[src/rtl/simptel_pkg.sv]
// Shared definitions for the Simptel-O9 memory subsystem.
//   ADDR_W    : word-address width used by fetch, load/store and RAM ports
//   DATA_W    : RAM data width
//   MEM_DEPTH : number of implemented RAM words
//   grant_e   : which requester owns the RAM in the current cycle
package simptel_pkg;

    localparam int unsigned ADDR_W    = 16;
    localparam int unsigned DATA_W    = 32;
    localparam int unsigned MEM_DEPTH = 1024;

    typedef enum logic [1:0] {
        GNT_NONE,
        GNT_FETCH,
        GNT_DATA
    } grant_e;

    // True when a word address maps onto an implemented RAM word.
    function automatic logic addr_in_range(input logic [ADDR_W-1:0] addr,
                                           input int unsigned        depth);
        return 32'(addr) < depth;
    endfunction

endpackage

[src/rtl/arb_resp_reg.sv]
// Per-port response register for ram_arbiter.
//   clock/reset : system clock, asynchronous active-high reset
//   accept_i    : request accepted at this edge
//   rdata_i     : data to capture on accept (already zeroed for store/fault)
//   fault_i     : accepted address was out of range
//   rvalid_o    : one-cycle response pulse following the accept
//   rdata_o     : captured data, held until the next accept
//   fault_o     : fault flag, pulses together with rvalid_o
module arb_resp_reg
    import simptel_pkg::*;
(
    input  logic              clock,
    input  logic              reset,
    input  logic              accept_i,
    input  logic [DATA_W-1:0] rdata_i,
    input  logic              fault_i,
    output logic              rvalid_o,
    output logic [DATA_W-1:0] rdata_o,
    output logic              fault_o
);

    logic              rvalid_q, rvalid_d;
    logic [DATA_W-1:0] rdata_q,  rdata_d;
    logic              fault_q,  fault_d;

    always_comb begin
        rvalid_d = accept_i;
        fault_d  = accept_i & fault_i;
        rdata_d  = accept_i ? rdata_i : rdata_q;
    end

    always_ff @(posedge clock or posedge reset) begin
        if (reset) begin
            rvalid_q <= 1'b0;
            rdata_q  <= '0;
            fault_q  <= 1'b0;
        end else begin
            rvalid_q <= rvalid_d;
            rdata_q  <= rdata_d;
            fault_q  <= fault_d;
        end
    end

    assign rvalid_o = rvalid_q;
    assign rdata_o  = rdata_q;
    assign fault_o  = fault_q;

endmodule

[src/rtl/ram_arbiter.sv]
// Shares the single-port program/data RAM between instruction fetch and the
// load/store unit. Data wins contention unless fetch has lost STARVE_LIMIT
// consecutive contended cycles. Responses are registered one cycle after
// accept; out-of-range addresses are accepted but never written and return a
// fault with zero data.
//   clock, reset                    : system clock, async active-high reset
//   f_req/f_addr/f_ready            : fetch request handshake
//   f_rvalid/f_rdata/f_fault        : fetch response
//   d_req/d_we/d_addr/d_wdata/d_ready : load/store request handshake
//   d_rvalid/d_rdata/d_fault        : load/store response
//   mem_address/mem_data/mem_wren   : RAM command
//   mem_q                           : RAM combinational read data
module ram_arbiter
    import simptel_pkg::*;
#(
    parameter int unsigned DEPTH        = MEM_DEPTH,
    parameter int unsigned STARVE_LIMIT = 4
) (
    input  logic              clock,
    input  logic              reset,
    input  logic              f_req,
    input  logic [ADDR_W-1:0] f_addr,
    output logic              f_ready,
    output logic              f_rvalid,
    output logic [DATA_W-1:0] f_rdata,
    output logic              f_fault,
    input  logic              d_req,
    input  logic              d_we,
    input  logic [ADDR_W-1:0] d_addr,
    input  logic [DATA_W-1:0] d_wdata,
    output logic              d_ready,
    output logic              d_rvalid,
    output logic [DATA_W-1:0] d_rdata,
    output logic              d_fault,
    output logic [ADDR_W-1:0] mem_address,
    output logic [DATA_W-1:0] mem_data,
    output logic              mem_wren,
    input  logic [DATA_W-1:0] mem_q
);

    localparam logic [3:0] StarveMax = 4'(STARVE_LIMIT);

    logic [3:0]        starve_cnt_q, starve_cnt_d;
    grant_e            gnt;
    logic              f_oor, d_oor;
    logic [DATA_W-1:0] f_rdata_in, d_rdata_in;

    assign f_oor = !addr_in_range(f_addr, DEPTH);
    assign d_oor = !addr_in_range(d_addr, DEPTH);

    // Grant is suppressed while reset is high so no write can reach the RAM.
    always_comb begin
        gnt = GNT_NONE;
        if (!reset) begin
            if (d_req && !(f_req && (starve_cnt_q == StarveMax))) begin
                gnt = GNT_DATA;
            end else if (f_req) begin
                gnt = GNT_FETCH;
            end
        end
    end

    // Counts contended cycles lost by fetch; any other cycle clears it.
    always_comb begin
        starve_cnt_d = '0;
        if (f_req && (gnt == GNT_DATA)) begin
            starve_cnt_d = (starve_cnt_q == StarveMax) ? starve_cnt_q : starve_cnt_q + 4'd1;
        end
    end

    always_ff @(posedge clock or posedge reset) begin
        if (reset) begin
            starve_cnt_q <= '0;
        end else begin
            starve_cnt_q <= starve_cnt_d;
        end
    end

    always_comb begin
        f_ready     = 1'b0;
        d_ready     = 1'b0;
        mem_address = '0;
        mem_data    = '0;
        mem_wren    = 1'b0;
        unique case (gnt)
            GNT_FETCH: begin
                f_ready     = 1'b1;
                mem_address = f_addr;
            end
            GNT_DATA: begin
                d_ready     = 1'b1;
                mem_address = d_addr;
                mem_data    = d_wdata;
                mem_wren    = d_we && !d_oor;
            end
            default: ;
        endcase
    end

    assign f_rdata_in = f_oor ? '0 : mem_q;
    assign d_rdata_in = (d_oor || d_we) ? '0 : mem_q;

    arb_resp_reg u_f_resp (
        .clock    (clock),
        .reset    (reset),
        .accept_i (f_ready),
        .rdata_i  (f_rdata_in),
        .fault_i  (f_oor),
        .rvalid_o (f_rvalid),
        .rdata_o  (f_rdata),
        .fault_o  (f_fault)
    );

    arb_resp_reg u_d_resp (
        .clock    (clock),
        .reset    (reset),
        .accept_i (d_ready),
        .rdata_i  (d_rdata_in),
        .fault_i  (d_oor),
        .rvalid_o (d_rvalid),
        .rdata_o  (d_rdata),
        .fault_o  (d_fault)
    );

endmodule

[config.mk]
export PLATFORM = sky130hd
export DESIGN_NAME = ram_arbiter
export DESIGN_NICKNAME = d
export VERILOG_FILES = /design/src/rtl/simptel_pkg.sv /design/src/rtl/arb_resp_reg.sv /design/src/rtl/ram_arbiter.sv
export SDC_FILE = /design/constraint.sdc
export NUM_CORES = 1
export LEC_CHECK = 0
export CORE_MARGIN = 3
export CORE_UTILIZATION = 30
export DETAILED_ROUTE_END_ITERATION = 8
export GPL_ROUTABILITY_DRIVEN = 1
export PLACE_DENSITY = 0.64
export SLEW_MARGIN = 20
export SYNTH_ARGS = -nofsm -noshare
export SYNTH_HDL_FRONTEND = slang
export SYNTH_HIERARCHICAL = 1
export SYNTH_SLANG_ARGS = --single-unit
[constraint.sdc]
create_clock -name clock -period 6.65 [get_ports clock]
set_clock_uncertainty 0.05 [all_clocks]
set_input_delay 1.33 -clock clock [delete_from_list [all_inputs] [get_ports clock]]
set_output_delay 1.33 -clock clock [all_outputs]
set_load 0.03 [all_outputs]
Word-level counts from Yosys, hierarchy flattened
Cells that the tools add are included.

storage, ports and cells
  bits in registers = 72
  bits of input ports = 101
  output and inout port bits = 119
  word-level logic and storage cells = 36

operators by class
  $add $sub $neg = 1
  order comparisons = 2
  equal/unequal tests = 4
  mux-type cells = 12
  bitwise logic cells = 2
  reductions and logical operators = 8

operator list
  operator                                               number
  two-way mux 32 bit                                     3
  < comparator 16 x 11 -> 1 bit (second input constant)  2
  case mux 16 bit (2 select lines)                       1
  two-way mux 4 bit                                      2
  adder 4 x 1 -> 4 bit (second input constant)           1
  equality test 4 x 3 -> 1 bit (second input constant)   1
  logical AND 1 bit                                      4
  two-way mux 1 bit                                      4
  two-way mux 2 bit                                      2
  logical NOT 1 bit                                      3
  bitwise AND 1 bit                                      2
  equality test 2 x 1 -> 1 bit (second input constant)   1
  equality test 2 bit (second input constant)            1
  inequality test 2 bit (second input constant)          1
  logical OR 1 bit                                       1

Depth between registers and ports, before layout
  depth after elaboration = 9
  depth in mapped cells = 9
  mapped depth without buffers = 7

Hierarchy
Netlist, hierarchy kept.

by module, submodules not included
  module        instances  cells each  area an instance (um2)  sequential area each (um2)
  arb_resp_reg  2          72          1401.3                  850.8
  ram_arbiter   1          236         1939.4                  100.1

Worst setup path after synthesis
OpenSTA, ideal clock, no wires.

  kind = in2out
  from = input f_req
  to = output mem_address[0]
  arrival = 3391 ps
  data required time = 5270 ps
  slack = 1879 ps
  stages = 8
  buffers on the path = 3
  path through = buf_2 nand4b_2 clkbuf_1 nand2_1 ha_1 nor2b_1 clkbuf_1 a32o_1

on the way
  longest elaborated chain between the ends = 7
  elaborated cells on any way between the ends = 9
  those cells by class = eq/ne (2); mux (4); reduce/logical (3)

RTL lines
  element                                                              RTL line           RTL
  start, declared                                                      ram_arbiter.sv:21  input logic f_req,
  logical AND 1 bit                                                    ram_arbiter.sv:55  if (d_req && !(f_req && (starve_cnt_q == StarveMax))) begin
  logical NOT 1 bit                                                    ram_arbiter.sv:55
  logical AND 1 bit                                                    ram_arbiter.sv:55
  two-way mux 2 bit (*)                                                ram_arbiter.sv:55
  two-way mux 2 bit (*)                                                ram_arbiter.sv:54  if (!reset) begin
  equality test 2 bit or equality test 2 x 1 -> 1 bit (tied branches)  ram_arbiter.sv:85  unique case (gnt)
  case mux 16 bit (2 select lines) (*)                                 ram_arbiter.sv:85
  end, declared                                                        ram_arbiter.sv:35  output logic [ADDR_W-1:0] mem_address,

Every way passes the cells marked *; elsewhere a longest branch is shown, timed or not.

Worst setup path after layout
  from = input f_req
  to = output mem_address[3]

The elaborated chain is that of the path after synthesis.

==> impl_metrics.toml <==
[placement]
gp_congestion = 0.994
port-buffer-count = 219
dp.cells = 776
dp_hpwl_mm = 11.3

[clock_tree]
cts_tree = "built"
cts_resized = 0
cts_max_level = 3
cts_setup_buffers = 0
cts.sinks = 72
numCtsBuffers = 9
hold_buffers = 0
clockBufferDepth = 2
clk_latency_ns = 0.33
cts_root_buf = "clkbuf_16"
clkTransAtPathRegs_ns = 0.06

[critical_path]
cp.required_ns = 5.27
reg2reg_depth = 7
crit_path_end_kind = "primary output"
path_cells = "clkdlybuf4s50_1, nand4b_2, nand2_1, ha_2, nor2b_1, buf_4, a32o_1, clkdlybuf4s50_1"
worstPathArrival_ns = 4.29
start_kind = "input pin"
r2r_setup_slack_ns = 3.93
crit_top_cell = "clkdlybuf4s50_1"
slowest_delay_ns = 0.68
path_buf_inv = 3
r2r_start = "starve_cnt_q[0]"
rr_endpoint = "u_f_resp/rdata_o[11]"
path_class = "in2out"
critPathTopFamily = "buffers and inverters"
cp_max_fo = 18
cpMaxStageDelayCell = "clkdlybuf4s50_1"

[timing]
finalHoldViolCount = 0
fmax_mhz = 177
setup_tns_ns = 0
slew_headroom = 0.294
maxSlewViolCount = 0
rsz0062_at_grt = "false"
setup_viol = 0
fin_crit_ns = 5.67
hold_slack_ns = 0.463
period_share = 0.852
worst_slew_pin_slew_ns = 1.06

[power]
clkPwrFrac = 0.425
combinationalPowerShare = 0.196
power_leakage_uw = 0.00291
p_switching_uw = 324
p_int_uw = 848
p_seq_frac = 0.380
power_density_mw_per_mm2 = 162
p_sw_frac = 0.276
ir_drop_mv = 0.103

[logic_synthesis]
synthesis.area_mm2 = 0.00474
yosysSeqAreaShare = 0.380
synth_edf_count = 0
synthFlopType = "dfrtp_1"
synthTopCellsByArea = "dfrtp_1 38%, mux2_4 18%, nor4_2 15%"
syn_nets = 485
yosys.area.top_type = "dfrtp_1"
synth_common_cells = "72 x dfrtp_1, 58 x mux2_4, 57 x nor4_2, 38 x inv_1, 36 x and2_1"
ys_ff_latch = 72
synthCells = 380
async_reset_ff_frac = 1.00
synth-warning-count = 6
netlist.area_leader.share = 0.380
synth_area_per_cell_um2 = 12.5
ys_types = 36
synth.most_common_cell = "dfrtp_1"

[floorplan]
rows = 45
fp.dieH_um = 132
num_io_pins = 220
die_w_um = 132
die_area_mm2 = 0.0174
core_area_mm2 = 0.0153
floorplan.initialDensity = 0.310

[global_route]
gr-usage-all-layers = 0.182
overflow = 0
grt_max_degree = 42
grt_pass1_wl_mm = 25.0
antenna_found_initial = 0
grt_pass1_vias = 4200

[worst_hold_path]
hold_depth = 1
min_to = "u_d_resp/rdata_o[10]"
hp-class = "reg2reg"
hold_start = "u_d_resp/rdata_o[10]"

[layout]
area_growth_syn_to_layout_pct = 52.4
layout-drive-gt1-share = 0.274
layout.nets = 681
layout.cells.non_filler = 792
fin_util = 0.472
fillCellCount = 1385
diodes = 0

[route]
ant_nets = 0
drt_iter0_markers = 213
wl_per_cell_um = 19.7
avgViaCountPerCell = 4.78
route.detailed.drc = 0
num_vias = 3788
wl_mm = 15.6
drtPass1Iterations = 4

[flow_run]
cap_violations = 0

[outcome]
status = "finished clean"
==> worst max path at each step <==
stage               startpoint              to  slack (ns)  cells past startpoint
detailed placement       f_req        mem_wren        0.72                      7
CTS                      f_req        mem_wren        0.72                      7
global route             f_req  mem_address[4]        0.71                      8
floorplan                f_req  mem_address[0]        1.88                      8
finish                   f_req  mem_address[3]        0.98                      8
global placement         f_req        mem_wren        0.85                      7
==> registers in the layout, indices dropped and copies added (netlist names) <==
name and count:
u_d_resp/rdata_o 32, u_f_resp/rdata_o 32, starve_cnt_q 4, u_d_resp/fault_o 1, u_d_resp/rvalid_o 1, u_f_resp/fault_o 1
u_f_resp/rvalid_o 1
==> metrics by stage <==
stage | cell area, um2 | setup WS (ns) | power (uW)
finish | 7230 | 0.985 | 1170
global route | 7230 | 0.713 | 1220
CTS | 7220 | 0.717 | 1190
detailed placement | 6920 | 0.716 | 684
global placement | 6920 | 0.849 | 683
floorplan | 4740 | 1.88 | 576
==> final cells by class <==
cell class | count | area (um2) | area share
multi-input combinational | 228 | 2470 | 0.342
timing repair buffer | 227 | 2240 | 0.310
sequential | 72 | 1800 | 0.249
tap | 211 | 264 | 0.0365
clock buffer | 10 | 239 | 0.0331
inverter | 38 | 143 | 0.0197
clock inverter | 6 | 67.6 | 0.00935
==> power by group through the flow <==
stage	Combinational (uW)	Clock (uW)	Sequential, uW
6_report	229	498	445
5_1_grt	244	527	445
3_3_place_gp	230	0	453
2_1_floorplan	115	0	460
4_1_cts	233	509	445
3_5_place_dp	232	0	453
==> placed cells by master, fill, tap and decap left out, drive strengths merged <==
master and instances:
a211o 1, a211oi 1, a22oi 1, a31oi 1, a32o 15, and2 36
and3b 1, buf 11, bufinv 1, clkbuf 10, clkdlybuf4s50 216, clkinv 2
clkinvlp 2, dfrtp 72, ha 4, inv 39, mux2 64, mux2i 3
nand2 2, nand2b 1, nand3 5, nand3b 2, nand4b 1, nand4bb 1
nor2 1, nor2b 17, nor3 1, nor4 64, o211ai 1, or2 2
or3 1, or4 2
==> cell families after synthesis <==
family	synth area share
AND/OR/NAND/NOR	0.265
buffers and inverters	0.100
flip-flops	0.380
multiplexers	0.204
AO/OA/AOI/OAI	0.0396
adder cells (fa/ha/maj)	0.0106
==> routing by layer <==
layer	part of all wire	routed length (um)	global-route usage
met4	0.020	314	0.0583
met5	0	0	0
met2	0.49	7580	0.304
met1	0.42	6530	0.223
met3	0.074	1150	0.0597
Note: power is estimated with default switching activity, not from simulation.
